--- config.mk ---
export PLATFORM = sky130hd
export DESIGN_NAME = id_stage_reg_flat
export DESIGN_NICKNAME = d
export VERILOG_FILES = /design/src/rtl/id_stage_reg_pkg.sv /design/src/rtl/id_stage_reg_if.sv /design/src/rtl/id_stage_reg_status_reg.sv /design/src/rtl/id_stage_reg.sv /design/src/flat_wrapper.sv
export SDC_FILE = /design/constraint.sdc
export NUM_CORES = 1
export LEC_CHECK = 0
export ABC_CLOCK_PERIOD_IN_PS = 1800
export BUFFER_PORTS_ARGS = -buffer_cell sky130_fd_sc_hd__buf_2
export CELL_PAD_IN_SITES_DETAIL_PLACEMENT = 1
export CELL_PAD_IN_SITES_GLOBAL_PLACEMENT = 1
export CORE_MARGIN = 2
export CORE_UTILIZATION = 35
export CTS_CLUSTER_DIAMETER = 40
export DETAILED_ROUTE_END_ITERATION = 10
export PLACE_DENSITY_LB_ADDON = 0.08
export SYNTH_ARGS = -nofsm -noshare
export SYNTH_HDL_FRONTEND = slang
export SYNTH_HIERARCHICAL = 1
export SYNTH_SLANG_ARGS = --single-unit
--- constraint.sdc ---
create_clock -name clk -period 1.8 [get_ports clk]
set_input_delay 0.27 -clock clk [delete_from_list [all_inputs] [get_ports clk]]
set_output_delay 0.27 -clock clk [all_outputs]
set_load 0.03 [all_outputs]
--- src/rtl/id_stage_reg_pkg.sv ---
// Shared definitions for the ID/EX pipeline register: flag bit positions,
// ALU command encodings, field widths and the per-edge update decision.
package id_stage_reg_pkg;

  localparam int FLAG_C = 3;
  localparam int FLAG_N = 2;
  localparam int FLAG_V = 1;
  localparam int FLAG_Z = 0;

  localparam int FLAGS_W      = 4;
  localparam int WORD_W       = 32;
  localparam int EXE_CMD_W    = 4;
  localparam int SHIFT_OP_W   = 12;
  localparam int SIGNED_IMM_W = 24;
  localparam int REG_ADDR_W   = 4;

  localparam logic [EXE_CMD_W-1:0] EXE_NOP = 4'b0000;
  localparam logic [EXE_CMD_W-1:0] EXE_MOV = 4'b0001;
  localparam logic [EXE_CMD_W-1:0] EXE_ADD = 4'b0010;
  localparam logic [EXE_CMD_W-1:0] EXE_ADC = 4'b0011;
  localparam logic [EXE_CMD_W-1:0] EXE_SUB = 4'b0100;
  localparam logic [EXE_CMD_W-1:0] EXE_SBC = 4'b0101;
  localparam logic [EXE_CMD_W-1:0] EXE_AND = 4'b0110;
  localparam logic [EXE_CMD_W-1:0] EXE_ORR = 4'b0111;
  localparam logic [EXE_CMD_W-1:0] EXE_EOR = 4'b1000;
  localparam logic [EXE_CMD_W-1:0] EXE_MVN = 4'b1001;

  typedef struct packed {
    logic wb_en;
    logic mem_r_en;
    logic mem_w_en;
    logic b;
    logic s;
  } ctrl_t;

  typedef struct packed {
    logic [EXE_CMD_W-1:0]    exe_cmd;
    logic [WORD_W-1:0]       pc;
    logic [WORD_W-1:0]       val_rn;
    logic [WORD_W-1:0]       val_rm;
    logic                    imm;
    logic [SHIFT_OP_W-1:0]   shift_operand;
    logic [SIGNED_IMM_W-1:0] signed_imm_24;
    logic [REG_ADDR_W-1:0]   dest;
  } ex_data_t;

  typedef enum logic [1:0] {
    ACT_LOAD,
    ACT_HOLD,
    ACT_FLUSH
  } stage_act_t;

  // A taken branch must win over a hazard stall, or the bubble would be lost.
  function automatic stage_act_t stage_action(input logic flush, input logic freeze);
    if (flush)       return ACT_FLUSH;
    else if (freeze) return ACT_HOLD;
    else             return ACT_LOAD;
  endfunction

endpackage

--- src/rtl/id_stage_reg_if.sv ---
// ID-side instruction bundle in, EX-side registered bundle out.
interface id_stage_reg_if;
  import id_stage_reg_pkg::*;

  logic                    id_valid;
  logic                    cond_valid;
  logic                    wb_en_in, mem_r_en_in, mem_w_en_in, b_in, s_in;
  logic [EXE_CMD_W-1:0]    exe_cmd_in;
  logic [WORD_W-1:0]       pc_in, val_rn_in, val_rm_in;
  logic                    imm_in;
  logic [SHIFT_OP_W-1:0]   shift_operand_in;
  logic [SIGNED_IMM_W-1:0] signed_imm_24_in;
  logic [REG_ADDR_W-1:0]   dest_in;

  logic                    valid_out;
  logic                    wb_en_out, mem_r_en_out, mem_w_en_out, b_out, s_out;
  logic [EXE_CMD_W-1:0]    exe_cmd_out;
  logic [WORD_W-1:0]       pc_out, val_rn_out, val_rm_out;
  logic                    imm_out;
  logic [SHIFT_OP_W-1:0]   shift_operand_out;
  logic [SIGNED_IMM_W-1:0] signed_imm_24_out;
  logic [REG_ADDR_W-1:0]   dest_out;
  logic [FLAGS_W-1:0]      status_exe_out;

  modport master (
    output id_valid, cond_valid,
    output wb_en_in, mem_r_en_in, mem_w_en_in, b_in, s_in,
    output exe_cmd_in, pc_in, val_rn_in, val_rm_in,
    output imm_in, shift_operand_in, signed_imm_24_in, dest_in,
    input  valid_out, wb_en_out, mem_r_en_out, mem_w_en_out, b_out, s_out,
    input  exe_cmd_out, pc_out, val_rn_out, val_rm_out,
    input  imm_out, shift_operand_out, signed_imm_24_out, dest_out,
    input  status_exe_out
  );

  modport slave (
    input  id_valid, cond_valid,
    input  wb_en_in, mem_r_en_in, mem_w_en_in, b_in, s_in,
    input  exe_cmd_in, pc_in, val_rn_in, val_rm_in,
    input  imm_in, shift_operand_in, signed_imm_24_in, dest_in,
    output valid_out, wb_en_out, mem_r_en_out, mem_w_en_out, b_out, s_out,
    output exe_cmd_out, pc_out, val_rn_out, val_rm_out,
    output imm_out, shift_operand_out, signed_imm_24_out, dest_out,
    output status_exe_out
  );
endinterface

--- src/rtl/id_stage_reg_status_reg.sv ---
// Processor flag register {c,n,v,z}; a same-cycle write is forwarded to the
// output so the condition check never sees stale flags.
module status_reg
  import id_stage_reg_pkg::*;
(
  input  logic               clk,
  input  logic               rst,
  input  logic               sr_wr_en,
  input  logic [FLAGS_W-1:0] sr_flags_in,
  output logic [FLAGS_W-1:0] status_out
);

  logic [FLAGS_W-1:0] flags_q, flags_d;

  always_comb begin
    flags_d    = sr_wr_en ? sr_flags_in : flags_q;
    status_out = flags_d;
  end

  always_ff @(posedge clk or negedge rst) begin
    if (!rst) flags_q <= '0;
    else      flags_q <= flags_d;
  end

endmodule

--- src/rtl/id_stage_reg.sv ---
// ID/EX pipeline register with flush/freeze control, condition squash,
// saturating squash counter and the processor status register.
module id_stage_reg
  import id_stage_reg_pkg::*;
#(
  parameter int KILL_CNT_W = 16
) (
  input  logic                  clk,
  input  logic                  rst,
  input  logic                  freeze,
  input  logic                  flush,
  input  logic                  sr_wr_en,
  input  logic [FLAGS_W-1:0]    sr_flags_in,
  output logic [FLAGS_W-1:0]    status_out,
  output logic [KILL_CNT_W-1:0] kill_cnt,
  id_stage_reg_if.slave         bus
);

  ctrl_t                 ctrl_in, ctrl_q, ctrl_d;
  ex_data_t              data_in, data_q, data_d;
  logic                  valid_q, valid_d;
  logic [FLAGS_W-1:0]    status_exe_q, status_exe_d;
  logic [KILL_CNT_W-1:0] kill_cnt_q, kill_cnt_d;
  logic                  squash;
  logic                  issue;

  status_reg u_status_reg (
    .clk         (clk),
    .rst         (rst),
    .sr_wr_en    (sr_wr_en),
    .sr_flags_in (sr_flags_in),
    .status_out  (status_out)
  );

  assign ctrl_in = '{wb_en:    bus.wb_en_in,
                     mem_r_en: bus.mem_r_en_in,
                     mem_w_en: bus.mem_w_en_in,
                     b:        bus.b_in,
                     s:        bus.s_in};

  assign data_in = '{exe_cmd:       bus.exe_cmd_in,
                     pc:            bus.pc_in,
                     val_rn:        bus.val_rn_in,
                     val_rm:        bus.val_rm_in,
                     imm:           bus.imm_in,
                     shift_operand: bus.shift_operand_in,
                     signed_imm_24: bus.signed_imm_24_in,
                     dest:          bus.dest_in};

  assign squash = bus.id_valid & ~bus.cond_valid;
  assign issue  = bus.id_valid &  bus.cond_valid;

  always_comb begin
    ctrl_d       = ctrl_q;
    data_d       = data_q;
    valid_d      = valid_q;
    status_exe_d = status_exe_q;
    kill_cnt_d   = kill_cnt_q;
    case (stage_action(flush, freeze))
      ACT_FLUSH: begin
        ctrl_d       = '0;
        data_d       = '0;
        valid_d      = 1'b0;
        status_exe_d = '0;
      end
      ACT_HOLD: begin
      end
      default: begin
        // Datapath is copied even for bubbles; only the control bits gate effects.
        data_d       = data_in;
        status_exe_d = status_out;
        valid_d      = issue;
        ctrl_d       = issue ? ctrl_in : '0;
        if (squash && (kill_cnt_q != {KILL_CNT_W{1'b1}}))
          kill_cnt_d = kill_cnt_q + KILL_CNT_W'(1);
      end
    endcase
  end

  always_ff @(posedge clk or negedge rst) begin
    if (!rst) begin
      ctrl_q       <= '0;
      data_q       <= '0;
      valid_q      <= 1'b0;
      status_exe_q <= '0;
      kill_cnt_q   <= '0;
    end else begin
      ctrl_q       <= ctrl_d;
      data_q       <= data_d;
      valid_q      <= valid_d;
      status_exe_q <= status_exe_d;
      kill_cnt_q   <= kill_cnt_d;
    end
  end

  assign bus.valid_out         = valid_q;
  assign bus.wb_en_out         = ctrl_q.wb_en;
  assign bus.mem_r_en_out      = ctrl_q.mem_r_en;
  assign bus.mem_w_en_out      = ctrl_q.mem_w_en;
  assign bus.b_out             = ctrl_q.b;
  assign bus.s_out             = ctrl_q.s;
  assign bus.exe_cmd_out       = data_q.exe_cmd;
  assign bus.pc_out            = data_q.pc;
  assign bus.val_rn_out        = data_q.val_rn;
  assign bus.val_rm_out        = data_q.val_rm;
  assign bus.imm_out           = data_q.imm;
  assign bus.shift_operand_out = data_q.shift_operand;
  assign bus.signed_imm_24_out = data_q.signed_imm_24;
  assign bus.dest_out          = data_q.dest;
  assign bus.status_exe_out    = status_exe_q;
  assign kill_cnt              = kill_cnt_q;

endmodule

--- src/flat_wrapper.sv ---
// flat-port wrapper written by rule: the top's interface ports become plain ports
module id_stage_reg_flat import id_stage_reg_pkg::*;
#(
  parameter int KILL_CNT_W = 16
)
  (clk, rst, freeze, flush, sr_wr_en, sr_flags_in, status_out, kill_cnt, bus_id_valid, bus_cond_valid, bus_wb_en_in, bus_mem_r_en_in, bus_mem_w_en_in, bus_b_in, bus_s_in, bus_exe_cmd_in, bus_pc_in, bus_val_rn_in, bus_val_rm_in, bus_imm_in, bus_shift_operand_in, bus_signed_imm_24_in, bus_dest_in, bus_valid_out, bus_wb_en_out, bus_mem_r_en_out, bus_mem_w_en_out, bus_b_out, bus_s_out, bus_exe_cmd_out, bus_pc_out, bus_val_rn_out, bus_val_rm_out, bus_imm_out, bus_shift_operand_out, bus_signed_imm_24_out, bus_dest_out, bus_status_exe_out);
  id_stage_reg_if bus_i ();
  input  logic clk;
  input  logic rst;
  input  logic freeze;
  input  logic flush;
  input  logic sr_wr_en;
  input  logic [FLAGS_W-1:0] sr_flags_in;
  output logic [FLAGS_W-1:0] status_out;
  output logic [KILL_CNT_W-1:0] kill_cnt;
  input wire logic [$bits(bus_i.id_valid)-1:0] bus_id_valid;
  input wire logic [$bits(bus_i.cond_valid)-1:0] bus_cond_valid;
  input wire logic [$bits(bus_i.wb_en_in)-1:0] bus_wb_en_in;
  input wire logic [$bits(bus_i.mem_r_en_in)-1:0] bus_mem_r_en_in;
  input wire logic [$bits(bus_i.mem_w_en_in)-1:0] bus_mem_w_en_in;
  input wire logic [$bits(bus_i.b_in)-1:0] bus_b_in;
  input wire logic [$bits(bus_i.s_in)-1:0] bus_s_in;
  input wire logic [$bits(bus_i.exe_cmd_in)-1:0] bus_exe_cmd_in;
  input wire logic [$bits(bus_i.pc_in)-1:0] bus_pc_in;
  input wire logic [$bits(bus_i.val_rn_in)-1:0] bus_val_rn_in;
  input wire logic [$bits(bus_i.val_rm_in)-1:0] bus_val_rm_in;
  input wire logic [$bits(bus_i.imm_in)-1:0] bus_imm_in;
  input wire logic [$bits(bus_i.shift_operand_in)-1:0] bus_shift_operand_in;
  input wire logic [$bits(bus_i.signed_imm_24_in)-1:0] bus_signed_imm_24_in;
  input wire logic [$bits(bus_i.dest_in)-1:0] bus_dest_in;
  output wire logic [$bits(bus_i.valid_out)-1:0] bus_valid_out;
  output wire logic [$bits(bus_i.wb_en_out)-1:0] bus_wb_en_out;
  output wire logic [$bits(bus_i.mem_r_en_out)-1:0] bus_mem_r_en_out;
  output wire logic [$bits(bus_i.mem_w_en_out)-1:0] bus_mem_w_en_out;
  output wire logic [$bits(bus_i.b_out)-1:0] bus_b_out;
  output wire logic [$bits(bus_i.s_out)-1:0] bus_s_out;
  output wire logic [$bits(bus_i.exe_cmd_out)-1:0] bus_exe_cmd_out;
  output wire logic [$bits(bus_i.pc_out)-1:0] bus_pc_out;
  output wire logic [$bits(bus_i.val_rn_out)-1:0] bus_val_rn_out;
  output wire logic [$bits(bus_i.val_rm_out)-1:0] bus_val_rm_out;
  output wire logic [$bits(bus_i.imm_out)-1:0] bus_imm_out;
  output wire logic [$bits(bus_i.shift_operand_out)-1:0] bus_shift_operand_out;
  output wire logic [$bits(bus_i.signed_imm_24_out)-1:0] bus_signed_imm_24_out;
  output wire logic [$bits(bus_i.dest_out)-1:0] bus_dest_out;
  output wire logic [$bits(bus_i.status_exe_out)-1:0] bus_status_exe_out;
  assign bus_i.id_valid = bus_id_valid;
  assign bus_i.cond_valid = bus_cond_valid;
  assign bus_i.wb_en_in = bus_wb_en_in;
  assign bus_i.mem_r_en_in = bus_mem_r_en_in;
  assign bus_i.mem_w_en_in = bus_mem_w_en_in;
  assign bus_i.b_in = bus_b_in;
  assign bus_i.s_in = bus_s_in;
  assign bus_i.exe_cmd_in = bus_exe_cmd_in;
  assign bus_i.pc_in = bus_pc_in;
  assign bus_i.val_rn_in = bus_val_rn_in;
  assign bus_i.val_rm_in = bus_val_rm_in;
  assign bus_i.imm_in = bus_imm_in;
  assign bus_i.shift_operand_in = bus_shift_operand_in;
  assign bus_i.signed_imm_24_in = bus_signed_imm_24_in;
  assign bus_i.dest_in = bus_dest_in;
  assign bus_valid_out = bus_i.valid_out;
  assign bus_wb_en_out = bus_i.wb_en_out;
  assign bus_mem_r_en_out = bus_i.mem_r_en_out;
  assign bus_mem_w_en_out = bus_i.mem_w_en_out;
  assign bus_b_out = bus_i.b_out;
  assign bus_s_out = bus_i.s_out;
  assign bus_exe_cmd_out = bus_i.exe_cmd_out;
  assign bus_pc_out = bus_i.pc_out;
  assign bus_val_rn_out = bus_i.val_rn_out;
  assign bus_val_rm_out = bus_i.val_rm_out;
  assign bus_imm_out = bus_i.imm_out;
  assign bus_shift_operand_out = bus_i.shift_operand_out;
  assign bus_signed_imm_24_out = bus_i.signed_imm_24_out;
  assign bus_dest_out = bus_i.dest_out;
  assign bus_status_exe_out = bus_i.status_exe_out;
  id_stage_reg #(.KILL_CNT_W(KILL_CNT_W)) u_core (.clk(clk), .rst(rst), .freeze(freeze), .flush(flush), .sr_wr_en(sr_wr_en), .sr_flags_in(sr_flags_in), .status_out(status_out), .kill_cnt(kill_cnt), .bus(bus_i));
endmodule
* Word level (Yosys, flattened, before mapping)
Cells that the tools add are included.
** Storage, ports and cells
- Logic and storage cells :: 36
- Register bits after elaboration :: 171
- Output and inout port bits :: 171
- Input bits :: 157
** Cells by class
- Mux-type cells :: 8
- Bitwise operators :: 4
- Reductions and logical operators :: 3
- Add/sub/neg operators :: 1
- Equality and inequality tests :: 3
** Operators with widths (count)
- 141-bit case mux with 2 select lines :: 1
- 16-bit by 1-bit adder with 16-bit output (second input constant) :: 1
- 16-bit != test (second input constant) :: 1
- 5-bit case mux with 2 select lines :: 1
- 4-bit case mux with 2 select lines :: 1
- 5-bit two-way mux :: 1
- 4-bit two-way mux :: 1
- 1-bit bitwise AND :: 2
- 2-bit by 1-bit == test with 1-bit output (second input constant) :: 1
- 2-bit == test (second input constant) :: 1
- 2-bit two-way mux :: 1
- 1-bit NOT :: 2
- 1-bit case mux with 2 select lines :: 1
- 2-bit AND reduction :: 1
- 2-bit OR reduction :: 1
- 1-bit logical AND :: 1
- 1-bit two-way mux :: 1

* Depth between registers and ports, before layout
Gate-level depths: netlist of run 1.
- Depth after elaboration :: 6
- Mapped depth :: 6
- Gate-level depth less buffers :: 5

* Hierarchy
The synthesis of run 1 kept the hierarchy.
** Modules (own cells, without submodules)
- id_stage_reg :: seq. area each 4179.0 um2, area an instance 6830.3 um2, times used 1, cells each 573
- status_reg :: seq. area each 100.1 um2, area an instance 145.1 um2, times used 1, cells each 8

* Least setup slack after synthesis of run 1
OpenSTA, ideal clock, no wires.
- Path type :: input port to flip-flop
- Start point :: input freeze
- End point :: register u_core.kill_cnt_q[13], in the netlist u_core/kill_cnt[13]
- Required time :: 1.720 ns
- Buffers on the path :: 2
- Setup slack :: -0.005 ns
- Cell stages on the path :: 6
- Library setup time :: 0.080 ns
- Arrival time :: 1.724 ns
- Path through :: clkbuf_1 -> or4b_1 -> clkbuf_2 -> or3_4 -> nor4_2 -> xor2_1
** On the way
- Longest elaborated chain between the ends :: 6
- Elaborated cells on any way between the ends :: 7
- Those cells by class :: 2 x eq/ne; 2 x mux; 1 x bitwise; 2 x reduce/logical
** Ends and longest elaborated chain
- from (decl) :: line flat_wrapper.sv:10 : input logic freeze;
- 1-bit two-way mux (*) :: line id_stage_reg_pkg.sv:56 : else if (freeze) return ACT_HOLD;
- 2-bit two-way mux (*) :: line id_stage_reg_pkg.sv:55 : if (flush) return ACT_FLUSH;
- 2-bit == test / 2-bit by 1-bit == test with 1-bit output (equally long branches) :: line id_stage_reg.sv:59 : case (stage_action(flush, freeze))
- 2-bit OR reduction (no source line) (*)
- 1-bit NOT (no source line) (*)
- 2-bit AND reduction (no source line) (*)
- to (signal assigned) :: line id_stage_reg.sv:92 : kill_cnt_q <= kill_cnt_d;
- to (decl) :: line id_stage_reg.sv:23 : logic [KILL_CNT_W-1:0] kill_cnt_q, kill_cnt_d;
Every way passes the cells marked *; elsewhere a longest branch is shown, timed or not.
A chain may end at the register's enable or synchronous reset.

* Worst setup path after layout of run 1
- Start point :: register u_core.kill_cnt_q[0], in the netlist u_core/kill_cnt[0]
- End point :: register u_core.kill_cnt_q[12], in the netlist u_core/kill_cnt[12]
** On the way
- Longest elaborated chain between the ends :: 3
- Elaborated cells on any way between the ends :: 4
- Those cells by class :: 1 x add/sub; 1 x eq/ne; 2 x reduce/logical
** Ends and longest elaborated chain
- parallel branches: the longest is 3 deep, another holds 16-bit by 1-bit adder with 16-bit output
Parallel ways; which one is timed is not known.

==> results of run 1 <==
## stage by stage
step,worst slack [ns],setup TNS [ns]
floorplan,-0.00493,-0.00920
global placement,0.0301,0
detailed placement,-0.0266,-0.0266
CTS,0.0533,0
global route,-0.0481,-0.191
finish,0.0548,0
## kinds of logic after synthesis
kind of cell	synth area share
AND/OR/NAND/NOR	0.118
flip-flops	0.613
multiplexers	0.216
buffers and inverters	0.0208
XOR/XNOR	0.0188
AO/OA/AOI/OAI	0.0111
adder cells (fa/ha/maj)	0.00179
## layout by cell type (no fill, tap or decap), drive strengths merged, types with 2 or more instances in the layout
master / synthesis / layout
clkinvlp: 0 / 6
o211ai: 2 / 2
or3: 2 / 2
buf: 11 / 350
xor2: 12 / 12
nand2: 6 / 6
nor3b: 5 / 5
clkbuf: 27 / 20
nand3: 3 / 3
dfrtp: 171 / 171
xnor2: 3 / 3
nor4: 4 / 4
diode: 0 / 2
a311oi: 2 / 2
inv: 0 / 2
mux2i: 145 / 145
a21oi: 6 / 6
clkinv: 0 / 5
nand4: 6 / 6
or2: 2 / 2
nor3: 5 / 5
nor2: 158 / 158
mux2: 5 / 5
## state kept, by name, summed over array words and instances (netlist names), 4 cells and up
| name | cells |
|---|---|
| u_core/bus.status_exe_out | 4 |
| u_core/bus.val_rn_out | 32 |
| u_core/bus.pc_out | 32 |
| u_core/u_status_reg/flags_q | 4 |
| u_core/bus.val_rm_out | 32 |
| u_core/kill_cnt | 16 |
| u_core/bus.exe_cmd_out | 4 |
| u_core/bus.signed_imm_24_out | 24 |
| u_core/bus.dest_out | 4 |
| u_core/bus.shift_operand_out | 12 |
## where the power goes
part           internal (W)  switching, W  total [W]
logic              0.000580       0.00107    0.00165
clock network       0.00177       0.00157    0.00334
registers           0.00408      0.000175    0.00426
## routing by layer
| layer | routed length (um) | up-vias |
|---|---|---|
| met4 | 408 | 0 |
| met1 | 8490 | 2814 |
| met2 | 10900 | 219 |
| met5 | 0 | - |
| met3 | 1430 | 29 |
| li1 | - | 2614 |
## repair_timing
item / in CTS / in global routing
hold endpoints to repair: 44 / 0
hold buffers: 1 / 0
gates resized for setup: 0 / 1
setup endpoints to repair: 0 / 6
## worst paths after layout
path | cells past startpoint | end
min | 3 | u_core/bus.val_rn_out[18]$_DFFE_PN0P_
max in group asynchronous | 3 | u_core/bus.val_rn_out[16]$_DFFE_PN0P_
min in group asynchronous | 2 | u_core/bus.pc_out[21]$_DFFE_PN0P_
max | 5 | u_core/kill_cnt[12]$_DFFE_PN0P_
min reg2reg | 1 | u_core/u_status_reg/flags_q[1]$_DFF_PN0_
max reg2reg | 5 | u_core/kill_cnt[12]$_DFFE_PN0P_
## worst max-delay path, stage by stage (launching register included)
cell and delay (ns):
dfrtp_1 0.43, ha_1 0.23, nand4_1 0.15, or2_2 0.37
nor4_1 0.30, xor2_1 0.18
## synth_stat cells
library cell | instances | share of area
or3_1 | 1 | 0.00090
o211ai_1 | 2 | 0.0022
a31oi_1 | 1 | 0.00090
mux2_2 | 5 | 0.0081
mux2i_1 | 145 | 0.21
xor2_1 | 12 | 0.015
and3_1 | 1 | 0.00090
nand4_1 | 6 | 0.0054
nor3_2 | 1 | 0.0014
nor2_1 | 158 | 0.085
xnor2_1 | 3 | 0.0038
nor3_1 | 4 | 0.0029
o2111ai_1 | 1 | 0.0013
a311oi_1 | 2 | 0.0025
nor4_2 | 1 | 0.0018
ha_1 | 1 | 0.0018
or2_2 | 2 | 0.0018
clkbuf_2 | 1 | 0.00072
nor3b_1 | 5 | 0.0054
or3_4 | 1 | 0.0016
nor4_1 | 3 | 0.0027
buf_1 | 10 | 0.0054
dfrtp_1 | 171 | 0.61
a21oi_1 | 6 | 0.0043
clkbuf_1 | 26 | 0.014
or4b_1 | 1 | 0.0014
buf_2 | 1 | 0.00072
nor4b_1 | 1 | 0.0013
nand2_1 | 6 | 0.0032
nand3_1 | 3 | 0.0022
## layout make-up
cell class,count,area share
clock inverter,13,0.00985
sequential,171,0.443
tap,265,0.0343
multi-input combinational,372,0.265
timing repair buffer,352,0.203
clock buffer,19,0.0448
antenna,2,0.000518
==> impl_metrics.toml, run 1 <==
[placed_design]
place_area_mm2 = 0.00911
io_buffers = 327
dpl.hpwl_mm = 15.8
placedCellCount = 1159
place_congestion = 0.809

[timing]
slew-limit-headroom = 0.511
max_freq_ghz = 0.573
min_period_ns = 1.75
clock-skew-final_ns = 0.00902
whs_ns = 0.0791
tightest_slew_ns = 0.734
grt_setup_unrepaired = "yes"
report.final.hold_viol_count = 0
slew_violations = 0
fin_crit_sh = 0.970
finalSetupViolCount = 0

[final_layout]
fin_cells = 1194
seqCellArea_mm2 = 0.00428
nFillCells = 2244
fin_nets = 1072
final_area_mm2 = 0.00966
multi_input_area_mm2 = 0.00256
post-route-util = 0.495
drive_above_1_share = 0.423
areaGrowthSynthToFinish_pct = 38.5

[global_route]
use_met2 = 0.356
gr-usage-met1 = 0.239
antenna_found_initial = 3
grt-ovfl-total = 0
use_met3 = 0.0648
grt_pass1_wl_mm = 33.9
top_usage_layer = "met2"
grt_pass1_vias = 6112
track_usage = 0.205
grt_max_degree = 152

[logic_synthesis]
synth_warnings = 6
syn_avg_cell_area_um2 = 12.0
synthCells = 581
seq_area_frac_synth = 0.613
syn_area_mm2 = 0.00698
synth.distinct_cells = 30
syn-num-nets = 739
synth_seq_cells = 171

[power_and_ir_drop]
total_power_w = 0.00925
vdd_drop_max_mv = 0.642
leakage_nw = 5.48
p_per_area_mw_per_mm2 = 958

[floorplanning]
pin_count = 328
start_util = 0.357
core_mm2 = 0.0195
die_y_um = 145
fp.dieW_um = 145
placementRows = 51
die_area_mm2 = 0.0211

[clock_tree]
htreeDepth = 4
cts-root-buf = "clkbuf_16"
post_cts_buffers = 0
cts_made_buffers = 17
cts_tree = "done"
clkTransAtPathRegs_ns = 0.07
cts.sinks = 171
worstSkewPairLatency_ns = 0.42
clock_path_buffers = 2

[setup_path]
ff2ff_setup_slack_ns = 0.05
critPathKind = "register to register"
path_max_fanout = 6
cp-start-kind = "register"
r2r_start = "u_core/kill_cnt[0]$_DFFE_PN0P_"
startpoint = "u_core/kill_cnt[0]$_DFFE_PN0P_"
end_kind = "register"
cp.arrival_ns = 2.09
cp.required_ns = 2.15

[routing]
wl_per_cell_um = 17.8
drt_iter0_markers = 200
dr.pass1.iters = 4
viasPerCell = 4.75
drtAntennaViolNets = 0
wl_mm = 21.2
num_vias = 5676
drc_errors = 0

[run]
max_cap_violations = 0

[worst_hold_path]
hp-class = "input pin to register"
hp-start = "bus_val_rn_in[18]"

[run_status]
outcome = "complete, no violations"
Note: power is estimated with default switching activity, not from simulation.
==> run 2, diff against run 1 <==
--- a/config.mk
+++ b/config.mk
@@ -9,6 +9,7 @@
 export BUFFER_PORTS_ARGS = -buffer_cell sky130_fd_sc_hd__buf_2
 export CELL_PAD_IN_SITES_DETAIL_PLACEMENT = 1
 export CELL_PAD_IN_SITES_GLOBAL_PLACEMENT = 1
+export CORE_ASPECT_RATIO = 1.5
 export CORE_MARGIN = 2
 export CORE_UTILIZATION = 35
 export CTS_CLUSTER_DIAMETER = 40
==> run 2 against run 1 <==
  * Maximum frequency grew 1.9%
  * Final area grew 0.36%
  * Register-to-register slack better by 0.03 ns
  * Sequential share of layout area fell by 0.15 points
  * Power is 6.0% higher
  * Count of clock-buffer cells in the layout down 1
  * First-iteration DRC count fell by 11%
  * Largest power group unchanged
==> impl_metrics.toml, run 2 (same netlist as run 1, synthesis figures left out) <==
[run_status]
outcome = "complete, no violations"

[placed_design]
io_buffers = 327
place_ws_ns = -0.0609
place_congestion = 0.862
dpl.hpwl_mm = 15.8
placedCellCount = 1152

[setup_path]
critPathKind = "register to register"
cp-start-kind = "register"
path_max_fanout = 6
cp.required_ns = 2.15
cp.arrival_ns = 2.06
end_kind = "register"

[routing]
wl_per_cell_um = 18.0
drtAntennaViolNets = 0
drc_errors = 0
num_vias = 5652
dr.pass1.iters = 4
viasPerCell = 4.76
wl_mm = 21.3
drt_iter0_markers = 179

[floorplanning]
die_y_um = 177
placementRows = 63
pin_count = 328
die_area_mm2 = 0.0211
fp.dieW_um = 119
start_util = 0.355
core_mm2 = 0.0196

[global_route]
grt_max_degree = 142
antenna_found_initial = 3
grt_pass1_vias = 6083
grt_pass1_wl_mm = 32.9
track_usage = 0.202
grt-ovfl-total = 0

[power_and_ir_drop]
p_per_area_mw_per_mm2 = 1010
leakage_nw = 5.52
vdd_drop_max_mv = 0.663

[timing]
finalSetupTns_ns = 0
final.setup.worst_slack_ns = 0.0869
max_freq_ghz = 0.584
slew-limit-headroom = 0.546
min_period_ns = 1.71
clock-skew-final_ns = 0.00346
tightest_slew_ns = 0.681
slew_violations = 0
finalSetupViolCount = 0
grt_setup_unrepaired = "yes"
fin_crit_sh = 0.952
report.final.hold_viol_count = 0

[clock_tree]
cts-root-buf = "clkbuf_16"
cts_made_buffers = 17
htreeDepth = 4
clock_path_buffers = 2
cts_tree = "done"
clkTransAtPathRegs_ns = 0.07
cts.sinks = 171
post_cts_buffers = 0
worstSkewPairLatency_ns = 0.43

[worst_hold_path]
hp-class = "input pin to register"

[final_layout]
post-route-util = 0.494
fin_nets = 1070
final_common_cell = "buf_2"
fin_cells = 1187
drive_above_1_share = 0.425
areaGrowthSynthToFinish_pct = 39.0
final_cell_mix = "buf_2 (324), dfrtp_1 (170), nor2_1 (158)"

[run]
max_cap_violations = 0
## run 2: worst paths after layout
path	endpoint	depth (start not counted)	startpoint	slack [ns]
setup / recovery	u_core/kill_cnt[10]$_DFFE_PN0P_	5	u_core/kill_cnt[1]$_DFFE_PN0P_	0.09
hold / removal	u_core/bus.val_rm_out[24]$_DFFE_PN0P_	3	bus_val_rm_in[24]	0.07
setup reg to reg	u_core/kill_cnt[10]$_DFFE_PN0P_	5	u_core/kill_cnt[1]$_DFFE_PN0P_	0.09
hold reg to reg	u_core/kill_cnt[15]$_DFFE_PN0P_	1	u_core/kill_cnt[15]$_DFFE_PN0P_	0.51
max in group asynchronous	u_core/bus.valid_out$_DFFE_PN0P_	3	rst	0.78
min in group asynchronous	u_core/bus.signed_imm_24_out[1]$_DFFE_PN0P_	2	rst	0.35
## run 2: through the flow
| step | area [um2] | hold WS [ns] | total power [W] |
|---|---|---|---|
| after floorplan | 6980 | -0.0256 | 0.00527 |
| after global routing | 9690 | 0.0747 | 0.0102 |
| final | 9690 | 0.0737 | 0.00980 |
| after global placement | 9040 | 0.230 | 0.00594 |
| after detailed placement | 9040 | 0.237 | 0.00599 |
| after CTS | 9680 | 0.0557 | 0.00995 |
## run 2: report_power, final
part | switching, W | leakage (nW) | total [W] | internal (W)
Clock | 0.00154 | 0.307 | 0.00390 | 0.00236
Combinational | 0.00106 | 2.94 | 0.00163 | 0.000566
Sequential | 0.000180 | 2.27 | 0.00427 | 0.00409
## run 2: critical path, stage by stage (launching register included)
cell and delay (ns):
dfrtp_1 0.41, ha_1 0.22, nand4_1 0.17, or2_2 0.39
nor4_1 0.25, xor2_1 0.20
## run 2: cell type report
type,instances,area (um2)
timing repair buffer,350,1890
clock buffer,18,439
clock inverter,14,194
antenna,2,5.00
sequential,171,4280
fill,2226,9930
tap,260,325
multi-input combinational,372,2560
## run 2: per-layer routing
layer | vias up | wire length [um] | global-route usage
li1 | 2626 | - | -
met1 | 2761 | 7740 | 0.219
met2 | 231 | 11400 | 0.366
met3 | 32 | 1670 | 0.0651
met4 | 2 | 539 | 0.0784
met5 | - | 16 | 0
## run 2: timing repair
item	4_1_cts	5_1_grt
endpoints found under the hold margin	40	0
setup endpoints to repair	0	5
hold buffers	1	0
gates resized for setup	0	2
==> run 3, diff against run 2 <==
--- a/config.mk
+++ b/config.mk
@@ -7,13 +7,10 @@
 export LEC_CHECK = 0
 export ABC_CLOCK_PERIOD_IN_PS = 1800
 export BUFFER_PORTS_ARGS = -buffer_cell sky130_fd_sc_hd__buf_2
-export CELL_PAD_IN_SITES_DETAIL_PLACEMENT = 1
-export CELL_PAD_IN_SITES_GLOBAL_PLACEMENT = 1
-export CORE_ASPECT_RATIO = 1.5
-export CORE_MARGIN = 2
-export CORE_UTILIZATION = 35
+export CORE_AREA = 2 2 129 131
 export CTS_CLUSTER_DIAMETER = 40
 export DETAILED_ROUTE_END_ITERATION = 10
+export DIE_AREA = 0 0 131 133
 export PLACE_DENSITY_LB_ADDON = 0.08
 export SYNTH_ARGS = -nofsm -noshare
 export SYNTH_HDL_FRONTEND = slang
==> run 3 against run 2 <==
  * Maximum frequency grew 3.1%
  * Global-route usage is 0.97 points higher
  * Combinational power about the same
  * Sequential cell count unchanged
  * Power fell by 5.2%
  * Critical path depth did not move
  * Largest cell class unchanged
==> impl_metrics.toml, run 3 (same netlist as run 1, synthesis figures left out) <==
[run_status]
outcome = "complete, no violations"

[timing]
max_freq_ghz = 0.602
slew_violations = 0
finalSetupTns_ns = 0
finalSetupViolCount = 0
slew-limit-headroom = 0.633
min_period_ns = 1.66
fin_crit_sh = 0.923
report.final.hold_viol_count = 0
tightest_slew_ns = 0.551
clock-skew-final_ns = 0.00695
grt_setup_unrepaired = "no"

[floorplanning]
placementRows = 47
die_area_mm2 = 0.0174
die_y_um = 133
fp.dieW_um = 131
pin_count = 328
start_util = 0.431
core_mm2 = 0.0162

[global_route]
grt_pass1_vias = 5585
grt_pass1_wl_mm = 28.6
track_usage = 0.212
grt_max_degree = 79
grt-ovfl-total = 0
antenna_found_initial = 4

[final_layout]
final_common_cell = "buf_2"
final_area_mm2 = 0.00950
areaGrowthSynthToFinish_pct = 36.2
drive_above_1_share = 0.419
fin_nets = 1063
nFillCells = 1396
multi_input_area_mm2 = 0.00256
fin_cells = 1140
seqCellArea_mm2 = 0.00428
final_cell_mix = "buf_2 (324), dfrtp_1 (170), nor2_1 (158)"

[worst_hold_path]
hp-class = "input pin to register"
hp-start = "bus_pc_in[18]"

[setup_path]
crit_path_top_delay_cell = "dfrtp_1"
cp-start-kind = "register"
critPathTopFamily = "simple AND/OR/NAND/NOR gates"
end_kind = "register"
crit_path_max_incr_delay_ns = 0.42
r2r_start = "u_core/kill_cnt[0]$_DFFE_PN0P_"
critPathKind = "register to register"
cp.required_ns = 2.13
path_buf_inv = 0
path_max_fanout = 6
crit_path_cell_trace = "ha_1 -> nand4_1 -> or2_2 -> nor4_1 -> xor2_1"
startpoint = "u_core/kill_cnt[0]$_DFFE_PN0P_"
cp.arrival_ns = 1.99

[power_and_ir_drop]
p_per_area_mw_per_mm2 = 977
leakage_nw = 5.44
vdd_drop_max_mv = 0.564

[clock_tree]
post_cts_buffers = 0
htreeDepth = 4
clock_path_buffers = 2
cts-root-buf = "clkbuf_16"
cts.sinks = 171
clkTransAtPathRegs_ns = 0.07
worstSkewPairLatency_ns = 0.41
cts_tree = "done"
cts_made_buffers = 17

[placed_design]
place_congestion = 0.838
placedCellCount = 1105
dpl.hpwl_mm = 13.7
io_buffers = 327
place_area_mm2 = 0.00892

[routing]
wl_per_cell_um = 16.3
dr.pass1.iters = 6
wl_mm = 18.6
viasPerCell = 4.83
drt_iter0_markers = 251
drtAntennaViolNets = 0
drc_errors = 0
num_vias = 5508

[run]
max_cap_violations = 0
-- run 3: metrics by stage --
step	utilization	setup WS, ns	hold WS [ns]	total power [W]
global route	0.588	0.0273	0.0877	0.00969
finish	0.588	0.138	0.0903	0.00929
detailed placement	0.552	0.0165	0.0961	0.00594
floorplan	-	-0.00493	-0.0256	0.00527
CTS	0.586	0.0961	0.0751	0.00941
global placement	0.552	0.0478	0.0959	0.00590
-- run 3: area by class of cell --
class                           count  area share
Multi-Input combinational cell    372       0.269
Timing Repair Buffer              343       0.192
Sequential cell                   171       0.450
Antenna cell                        4     0.00105
Clock buffer                       19      0.0477
Clock inverter                     11      0.0104
Tap cell                          220      0.0290
-- run 3: layer usage --
layer / share of wire / routed length (um) / GRT usage / up-vias
li1: - / - / - / 2604
met5: 0 / 0 / 0 / -
met4: 0.028 / 522 / 0.0928 / 0
met3: 0.082 / 1520 / 0.0700 / 33
met1: 0.38 / 7110 / 0.239 / 2646
met2: 0.51 / 9480 / 0.363 / 225
-- run 3: worst paths after layout --
check                                                                to  slack [ns]  cells past startpoint
setup reg to reg                        u_core/kill_cnt[12]$_DFFE_PN0P_        0.14                      5
min in group asynchronous             u_core/bus.pc_out[31]$_DFFE_PN0P_        0.24                      2
hold / removal                        u_core/bus.pc_out[18]$_DFFE_PN0P_        0.09                      3
setup / recovery                        u_core/kill_cnt[12]$_DFFE_PN0P_        0.14                      5
hold reg to reg                         u_core/kill_cnt[15]$_DFFE_PN0P_        0.51                      1
max in group asynchronous  u_core/bus.signed_imm_24_out[20]$_DFFE_PN0P_        0.93                      3
-- run 3: timing repair --
item,CTS,global route
hold buffers,1,0
resized for setup,0,2
endpoints found under the hold margin,138,0
setup endpoints to repair,0,2
-- run 3: power breakdown --
part	internal [W]	switching, W	total (W)	leakage (nW)
registers	0.00409	0.000164	0.00425	2.27
clock network	0.00196	0.00147	0.00343	0.266
logic	0.000558	0.00105	0.00161	2.90
-- run 3: worst min-delay path, stage by stage --
cell and delay, ns:
buf_2 0.07, mux2i_1 0.05, nor2_1 0.08
